==> src/rtl/aes_rk_pkg.sv <==
// Shared types and defaults for the AES round-key sequencer.
// Optional decrypt ordering is enabled by defining AES_RK_REVERSE_EN.
package aes_rk_pkg;

    localparam int DEF_NUM_KEYS = 11;
    localparam int DEF_IDX_W    = 4;

    typedef enum logic [1:0] {
        ST_IDLE  = 2'd0,
        ST_ISSUE = 2'd1,
        ST_WAIT  = 2'd2,
        ST_DONE  = 2'd3
    } rk_state_e;

    typedef struct packed {
        logic [63:0] higher;
        logic [63:0] lower;
    } block_t;

endpackage

==> src/rtl/aes_rk_key_file.sv <==
// Round-key register file: one synchronous write port, one async read port.
// Contents are deliberately not reset; slot range is checked on writes.
module aes_rk_key_file
    import aes_rk_pkg::*;
#(
    parameter int NUM_KEYS = DEF_NUM_KEYS,
    parameter int IDX_W    = DEF_IDX_W
) (
    input  logic               clk,
    input  logic               wr_en,
    input  logic [IDX_W-1:0]   wr_idx,
    input  logic [127:0]       wr_data,
    output logic               wr_idx_ok,
    input  logic [IDX_W-1:0]   rd_idx,
    output logic [127:0]       rd_data
);

    localparam logic [IDX_W:0] KEY_CNT = (IDX_W+1)'(NUM_KEYS);

    block_t keys [NUM_KEYS];

    assign wr_idx_ok = {1'b0, wr_idx} < KEY_CNT;

    always_ff @(posedge clk) begin
        if (wr_en && wr_idx_ok) begin
            keys[wr_idx] <= block_t'(wr_data);
        end
    end

    assign rd_data = keys[rd_idx];

endmodule

==> src/rtl/aes_round_key_sequencer.sv <==
// Walks one 128-bit block through the add-round-key datapath for every key.
// Define AES_RK_REVERSE_EN to add i_reverse (descending key order for decrypt).
module aes_round_key_sequencer
    import aes_rk_pkg::*;
#(
    parameter int NUM_KEYS = DEF_NUM_KEYS,
    parameter int IDX_W    = DEF_IDX_W
) (
    input  logic              clk,
    input  logic              rst,
    input  logic              key_wr_en,
    input  logic [IDX_W-1:0]  key_wr_idx,
    input  logic [63:0]       key_wr_higher,
    input  logic [63:0]       key_wr_lower,
    output logic              key_wr_err,
    input  logic              i_valid,
    output logic              i_ready,
    input  logic [63:0]       i_data_higher,
    input  logic [63:0]       i_data_lower,
    output logic              o_valid,
    input  logic              o_ready,
    output logic [63:0]       o_data_higher,
    output logic [63:0]       o_data_lower,
    output logic              dp_valid,
    input  logic              dp_ready,
    output logic [63:0]       dp_data_higher,
    output logic [63:0]       dp_data_lower,
    output logic [63:0]       dp_key_higher,
    output logic [63:0]       dp_key_lower,
    input  logic              dp_res_valid,
    output logic              dp_res_ready,
    input  logic [63:0]       dp_res_higher,
    input  logic [63:0]       dp_res_lower,
`ifdef AES_RK_REVERSE_EN
    input  logic              i_reverse,
`endif
    output logic              busy
);

    localparam logic [IDX_W-1:0] LAST_IDX = IDX_W'(NUM_KEYS - 1);
    localparam logic [IDX_W-1:0] ONE      = IDX_W'(1);

    rk_state_e        state_q;
    rk_state_e        state_d;
    logic [IDX_W-1:0] round_q;
    logic [IDX_W-1:0] start_idx;
    logic [IDX_W-1:0] next_idx;
    block_t           blk_q;
    block_t           key_rd;
    logic             err_q;
    logic             idle;
    logic             accept;
    logic             capture;
    logic             last_rnd;
    logic             idx_ok;

    assign idle    = (state_q == ST_IDLE);
    assign accept  = idle && i_valid;
    assign capture = dp_res_valid && dp_res_ready;

`ifdef AES_RK_REVERSE_EN
    logic rev_q;

    always_ff @(posedge clk) begin
        if (rst) begin
            rev_q <= 1'b0;
        end else if (accept) begin
            rev_q <= i_reverse;
        end
    end

    assign start_idx = i_reverse ? LAST_IDX : '0;
    assign last_rnd  = rev_q ? (round_q == '0) : (round_q == LAST_IDX);
    assign next_idx  = rev_q ? (round_q - ONE) : (round_q + ONE);
`else
    assign start_idx = '0;
    assign last_rnd  = (round_q == LAST_IDX);
    assign next_idx  = round_q + ONE;
`endif

    aes_rk_key_file #(
        .NUM_KEYS (NUM_KEYS),
        .IDX_W    (IDX_W)
    ) u_key_file (
        .clk       (clk),
        .wr_en     (key_wr_en && idle),
        .wr_idx    (key_wr_idx),
        .wr_data   ({key_wr_higher, key_wr_lower}),
        .wr_idx_ok (idx_ok),
        .rd_idx    (round_q),
        .rd_data   (key_rd)
    );

    always_ff @(posedge clk) begin
        if (rst) begin
            state_q <= ST_IDLE;
        end else begin
            state_q <= state_d;
        end
    end

    // A combinational datapath may return the result in the issue cycle.
    always_comb begin
        state_d = state_q;
        unique case (state_q)
            ST_IDLE: begin
                if (i_valid) state_d = ST_ISSUE;
            end
            ST_ISSUE: begin
                if (dp_ready) begin
                    if (!dp_res_valid) state_d = ST_WAIT;
                    else if (last_rnd) state_d = ST_DONE;
                end
            end
            ST_WAIT: begin
                if (dp_res_valid) begin
                    state_d = last_rnd ? ST_DONE : ST_ISSUE;
                end
            end
            ST_DONE: begin
                if (o_ready) state_d = ST_IDLE;
            end
            default: state_d = ST_IDLE;
        endcase
    end

    always_comb begin
        i_ready      = 1'b0;
        dp_valid     = 1'b0;
        dp_res_ready = 1'b0;
        o_valid      = 1'b0;
        busy         = 1'b1;
        unique case (state_q)
            ST_IDLE: begin
                i_ready = 1'b1;
                busy    = 1'b0;
            end
            ST_ISSUE: begin
                dp_valid     = 1'b1;
                dp_res_ready = dp_ready;
            end
            ST_WAIT: dp_res_ready = 1'b1;
            ST_DONE: o_valid      = 1'b1;
            default: busy         = 1'b0;
        endcase
    end

    always_ff @(posedge clk) begin
        if (rst) begin
            round_q <= '0;
            blk_q   <= '0;
        end else if (accept) begin
            round_q <= start_idx;
            blk_q   <= block_t'({i_data_higher, i_data_lower});
        end else if (capture) begin
            blk_q <= block_t'({dp_res_higher, dp_res_lower});
            if (!last_rnd) round_q <= next_idx;
        end
    end

    always_ff @(posedge clk) begin
        if (rst) begin
            err_q <= 1'b0;
        end else begin
            err_q <= key_wr_en && !(idle && idx_ok);
        end
    end

    assign key_wr_err     = err_q;
    assign dp_data_higher = blk_q.higher;
    assign dp_data_lower  = blk_q.lower;
    assign dp_key_higher  = key_rd.higher;
    assign dp_key_lower   = key_rd.lower;
    assign o_data_higher  = blk_q.higher;
    assign o_data_lower   = blk_q.lower;

endmodule
==> config.mk <==
export PLATFORM = sky130hd
export DESIGN_NAME = aes_round_key_sequencer
export DESIGN_NICKNAME = d
export VERILOG_FILES = /design/src/rtl/aes_rk_pkg.sv /design/src/rtl/aes_rk_key_file.sv /design/src/rtl/aes_round_key_sequencer.sv
export SDC_FILE = /design/constraint.sdc
export NUM_CORES = 1
export LEC_CHECK = 0
export BUFFER_PORTS_ARGS = -buffer_cell sky130_fd_sc_hd__buf_2
export CELL_PAD_IN_SITES_DETAIL_PLACEMENT = 0
export CELL_PAD_IN_SITES_GLOBAL_PLACEMENT = 1
export CORE_ASPECT_RATIO = 0.6
export CORE_UTILIZATION = 30
export CTS_CLUSTER_DIAMETER = 120
export CTS_CLUSTER_SIZE = 10
export DETAILED_ROUTE_END_ITERATION = 10
export PLACE_DENSITY = 0.55
export SLEW_MARGIN = 20
export SYNTH_ARGS = -nofsm -noshare
export SYNTH_HDL_FRONTEND = slang
export SYNTH_HIERARCHICAL = 1
export SYNTH_SLANG_ARGS = --single-unit
export TNS_END_PERCENT = 10
==> constraint.sdc <==
create_clock -name clk -period 25.9 [get_ports clk]
set_input_delay 2.59 -clock clk [delete_from_list [all_inputs] [get_ports clk]]
set_output_delay 2.59 -clock clk [all_outputs]
set_load 0.05 [all_outputs]
Word-level counts from Yosys, hierarchy flattened
Memories as Yosys holds them, arrays and structs flattened. A register that Yosys moved wholly into a read port is not among the register bits.
Cells that the tools add are included.
{"block": "totals", "register_bits": 135, "ram_bits": 1408, "input_bits": 395, "out_inout_bits": 390, "memories": 1}
{"block": "classes", "addsub": 1, "magnitude_cmp": 1, "n_eq_ne": 9, "muxes": 19, "bitwise_logic": 1, "n_reduce_logical": 12}
{"name": "u_key_file.keys", "depth": 11, "width": 128, "rd": 1, "rd_ports_with_merged_regs": 1, "wr": 1, "line_no": "aes_rk_key_file.sv:20", "rtl": "block_t keys [NUM_KEYS];"}
{"operator": "$mux 128", "count": 2}
{"operator": "$mux 2", "count": 7}
{"operator": "$mux 4", "count": 2}
{"operator": "$ne 2x2->1 const B", "count": 4}
{"operator": "$pmux 2 s4", "count": 1}
{"operator": "$logic_and 1x1->1", "count": 6}
{"operator": "$mux 1", "count": 6}
{"operator": "$reduce_and 5->1", "count": 1}
{"operator": "$add 4x1->4 const B", "count": 1}
{"operator": "$eq 2x2->1 const B", "count": 2}
{"operator": "$eq 4x4->1 const B", "count": 1}
{"operator": "$lt 4x4->1 const B", "count": 1}
{"operator": "$ne 3x3->1 const B", "count": 1}
{"operator": "$eq 2x1->1 const B", "count": 1}
{"operator": "$logic_not 2->1", "count": 1}
{"operator": "$pmux 1 s2", "count": 1}
{"operator": "$reduce_and 2->1", "count": 1}
{"operator": "$reduce_bool 2->1", "count": 1}
{"operator": "$reduce_or 2->1", "count": 1}
{"operator": "$logic_not 1->1", "count": 1}
{"operator": "$not 1->1", "count": 1}

Logic depth before layout (Yosys ltp)
{"block": "depth", "word_depth": 6, "mapped_depth": 8, "depth_no_buf": 6}

By module
The synthesis kept the hierarchy.
{"module": "aes_rk_key_file", "instances": 1, "cells_per_inst": 2895, "area_each_um2": 54946.4}
{"module": "aes_round_key_sequencer", "instances": 1, "cells_per_inst": 909, "area_each_um2": 8355.5}

Worst setup path after synthesis
No wires, ideal clock.
{"block": "synth_path", "path_kind": "input-to-reg", "startpoint": "in key_wr_en", "endpoint": "mem u_key_file/keys[0][0] (netlist bit), enable pin", "arrival_time_ps": 11899, "slack_ps": 13228, "stages": 4, "path_cell_list": "inv_1 nor2_1 or3b_2 nor3_1"}
{"block": "synth_via", "elab_chain_len": 4}
{"item": "start, declared", "line_no": "aes_round_key_sequencer.sv:11", "rtl": "input logic key_wr_en,"}
{"item": "$logic_and 1x1->1", "line_no": "aes_round_key_sequencer.sv:86", "rtl": ".wr_en (key_wr_en && idle),"}
{"item": "$logic_and 1x1->1", "line_no": "aes_rk_key_file.sv:25", "rtl": "if (wr_en && wr_idx_ok) begin"}
{"item": "$mux 1", "line_no": "aes_rk_key_file.sv:25"}
{"item": "$mux 1 (implied by the code)", "line_no": "aes_rk_key_file.sv:26", "rtl": "keys[wr_idx] <= block_t'(wr_data);"}
{"item": "end, declared", "line_no": "aes_rk_key_file.sv:20"}
No other way between the ends.

==> impl_metrics.env <==
export IMPL_min_path_cells=2
export IMPL_yosysTopAreaCell="edfxtp_1"
export IMPL_syn_avg_cell_area_um2=16.64
export IMPL_wirelength_um=205000
export IMPL_synth_common_cells="1408 x edfxtp_1, 384 x mux2_2, 256 x mux2i_1"
export IMPL_reg2regPathDepth=9
export IMPL_drt_pass1_iter_count=5
export IMPL_min_path_type="reg2reg"
export IMPL_cp_data_required_time_ns=23.31
export IMPL_multi_input_comb_area_um2=15780
export IMPL_cp_arrival_ns=5.53
export IMPL_slowest_stage="buf_4"
export IMPL_drtAntennaViolNets=0
export IMPL_wl_per_cell_um=28.25
export IMPL_relSlewSlack=0.2176
export IMPL_place_hpwl_um=118900
export IMPL_worst_path_max_fanout=152
export IMPL_ys_seq_area_frac=0.7106
export IMPL_peakVddDrop_uv=61.72
export IMPL_vias=36500
export IMPL_layout_drive_gt1_share=0.3690
export IMPL_nets=4841
export IMPL_preCtsSetupSlack_ns=18.27
export IMPL_cts_root_buf="clkbuf_16"
export IMPL_cts_setup_buffers=0
export IMPL_cts_made_buffers=180
export IMPL_utilization=0.3513
export IMPL_yosysMostFrequentCell="edfxtp_1"
export IMPL_synthDistinctLibCells=50
export IMPL_cts_sinks=1543
export IMPL_setup_viol=0
export IMPL_track_usage=0.1852
export IMPL_r2r_slack_ns=20.24
export IMPL_finalCritPeriodShare=0.3137
export IMPL_n_fill_cell=20100
export IMPL_initial_core_util=0.3022
export IMPL_placedInstanceArea_um2=68800
export IMPL_netlist_instances=3804
export IMPL_ctsResizeCount=0
export IMPL_core_area_um2=209500
export IMPL_rows=130
export IMPL_yosys_most_used_dff="edfxtp_1"
export IMPL_power_leakage_uw=0.02403
export IMPL_path_common_cell="buf_4"
export IMPL_cts_hold_buf=0
export IMPL_die_w_um=595.0
export IMPL_clock_latency_ns=0.78
export IMPL_tns_ns=0
export IMPL_rsz0062_at_grt="no"
export IMPL_ys_async_sr_fraction=0
export IMPL_dr_first_iter_drc_count=2681
export IMPL_cts_max_path_buffers=4
export IMPL_grt_pass1_vias=35530
export IMPL_worst_slew_pin_slew_ns=1.174
export IMPL_cts_tree="yes"
export IMPL_layout_setup_ws_ns=17.78
export IMPL_grt_start_max_net_pins=153
export IMPL_fin_crit_ns=8.124
export IMPL_io_buffers=784
export IMPL_die_h_um=357.8
export IMPL_syn_cell_area_um2=63300
export IMPL_hold_violations=0
export IMPL_fmax_ghz=0.1231
export IMPL_syn_num_nets=4206
export IMPL_powerDensity_nw_per_um2=87.00
export IMPL_grt_overflow_total=0
export IMPL_syn_to_final_growth_pct=16.26
export IMPL_place_inst=7028
export IMPL_cts_max_level=4
export IMPL_die_area_um2=212900
export IMPL_drc=0
export IMPL_max_stage_delay_ns=0.96
export IMPL_yosys_area_top_type_share=0.6679
export IMPL_ys_warn_count=6
export IMPL_crit_path_start_kind="register"
export IMPL_netlist_top_cells_area="edfxtp_1 67%, mux2_2 6.8%, dfxtp_1 4.3%"
export IMPL_cp_end_kind="output pin"
export IMPL_ys_ff_latch=1543
export IMPL_fin_worst_skew_ns=0.05253
export IMPL_design_area_um2=73600
export IMPL_outcome="finished clean"
export IMPL_ios=785
export IMPL_slew_viol_final=0
export IMPL_synth_edf_count=1408
export IMPL_seq_area_um2=44990
export IMPL_place_congestion=0.7996
export IMPL_crit_chain="buf_4, buf_12, buf_4, mux2_2, o22ai_1, o31ai_1, buf_2"
export IMPL_via_per_inst=5.029
export IMPL_grt_pass1_wl_um=282500
export IMPL_antenna_found_initial=58
export IMPL_path_class="reg2out"
export IMPL_clk_pin_slew_ns=0.07
export IMPL_fin_cells=7258
export IMPL_drv_cap=0
## cell type report
class	instances	share of cell area
Antenna cell	14	0.0004760
Clock inverter	5	0.0007480
Clock buffer	210	0.06360
Multi-Input combinational cell	1856	0.2145
Sequential cell	1543	0.6114
Inverter	7	0.0003570
Tap cell	2772	0.04713
Timing Repair Buffer	851	0.06187
## path summary, 6_finish.rpt
check	startpoint	end
setup / recovery	round_q[0]	dp_key_lower[53]
hold / removal	state_q[0]	state_q[1]
setup reg to reg	state_q[0]	u_key_file/keys[3][65]
hold reg to reg	state_q[0]	state_q[1]
## power by group
group | internal (uW) | switching, uW
Combinational | 299 | 960
Sequential | 2830 | 99.8
Clock | 1250 | 955
## per-stage QoR
stage          hold slack (ns)  power [uW]
5_1_grt                 0.6272        6630
2_1_floorplan           0.5298        3926
4_1_cts                 0.5932        6448
3_5_place_dp            0.5766        4215
6_report                0.5918        6403
3_3_place_gp            0.5800        4210
## routing by layer
layer  global-route usage  share of wire  vias up
li1                     -              -    16120
met1               0.2646           0.47    18980
met2               0.2650           0.43      992
met3              0.06219          0.077      372
met4              0.04792          0.027       38
met5              0.02767         0.0052        -
## flip-flops by register name, indices dropped and copies added (netlist names)
name             cells
dp_data_higher      64
dp_data_lower       64
key_wr_err           1
round_q              4
state_q              2
u_key_file/keys   1408
## kinds of logic after synthesis
family | count (synthesis) | share of synthesized area
fa+ha+maj | 7 | 0.001384
xor+xnor | 2 | 0.0002768
buf+inv | 405 | 0.04206
simple gates | 682 | 0.07454
mux | 640 | 0.1088
flops | 1543 | 0.7106
compound gates | 525 | 0.06234
## placed cells by master (no fill, tap or decap), types with 2 or more instances in the layout
master / netlist / layout
nor4_2: 100 / 100
nor2_4: 0 / 9
diode_2: 0 / 14
clkbuf_16: 0 / 183
buf_4: 165 / 58
nand2b_1: 133 / 132
nand2_4: 0 / 2
nor3_2: 100 / 103
o211ai_1: 128 / 128
a21oi_1: 2 / 2
nand3b_1: 3 / 3
nor4_1: 29 / 29
clkbuf_1: 120 / 27
o22ai_1: 128 / 128
buf_12: 11 / 8
mux2i_1: 256 / 256
inv_1: 7 / 7
o31ai_1: 127 / 127
nor3_1: 161 / 158
nand4_1: 2 / 2
nor2_1: 141 / 132
ha_1: 7 / 7
mux2_2: 384 / 384
inv_6: 0 / 4
dfxtp_4: 0 / 3
a22o_1: 128 / 128
dfxtp_1: 135 / 132
edfxtp_1: 1408 / 1408
buf_2: 62 / 783
## worst max-delay path: cells and delay by family (launching register included)
kind,cells,cell delay [ns]
muxes,1,0.32
AOI/OAI and AO/OA,2,0.72
DFF,1,0.73
buffers and inverters,4,2.76
Note: power is estimated with default switching activity, not from simulation.
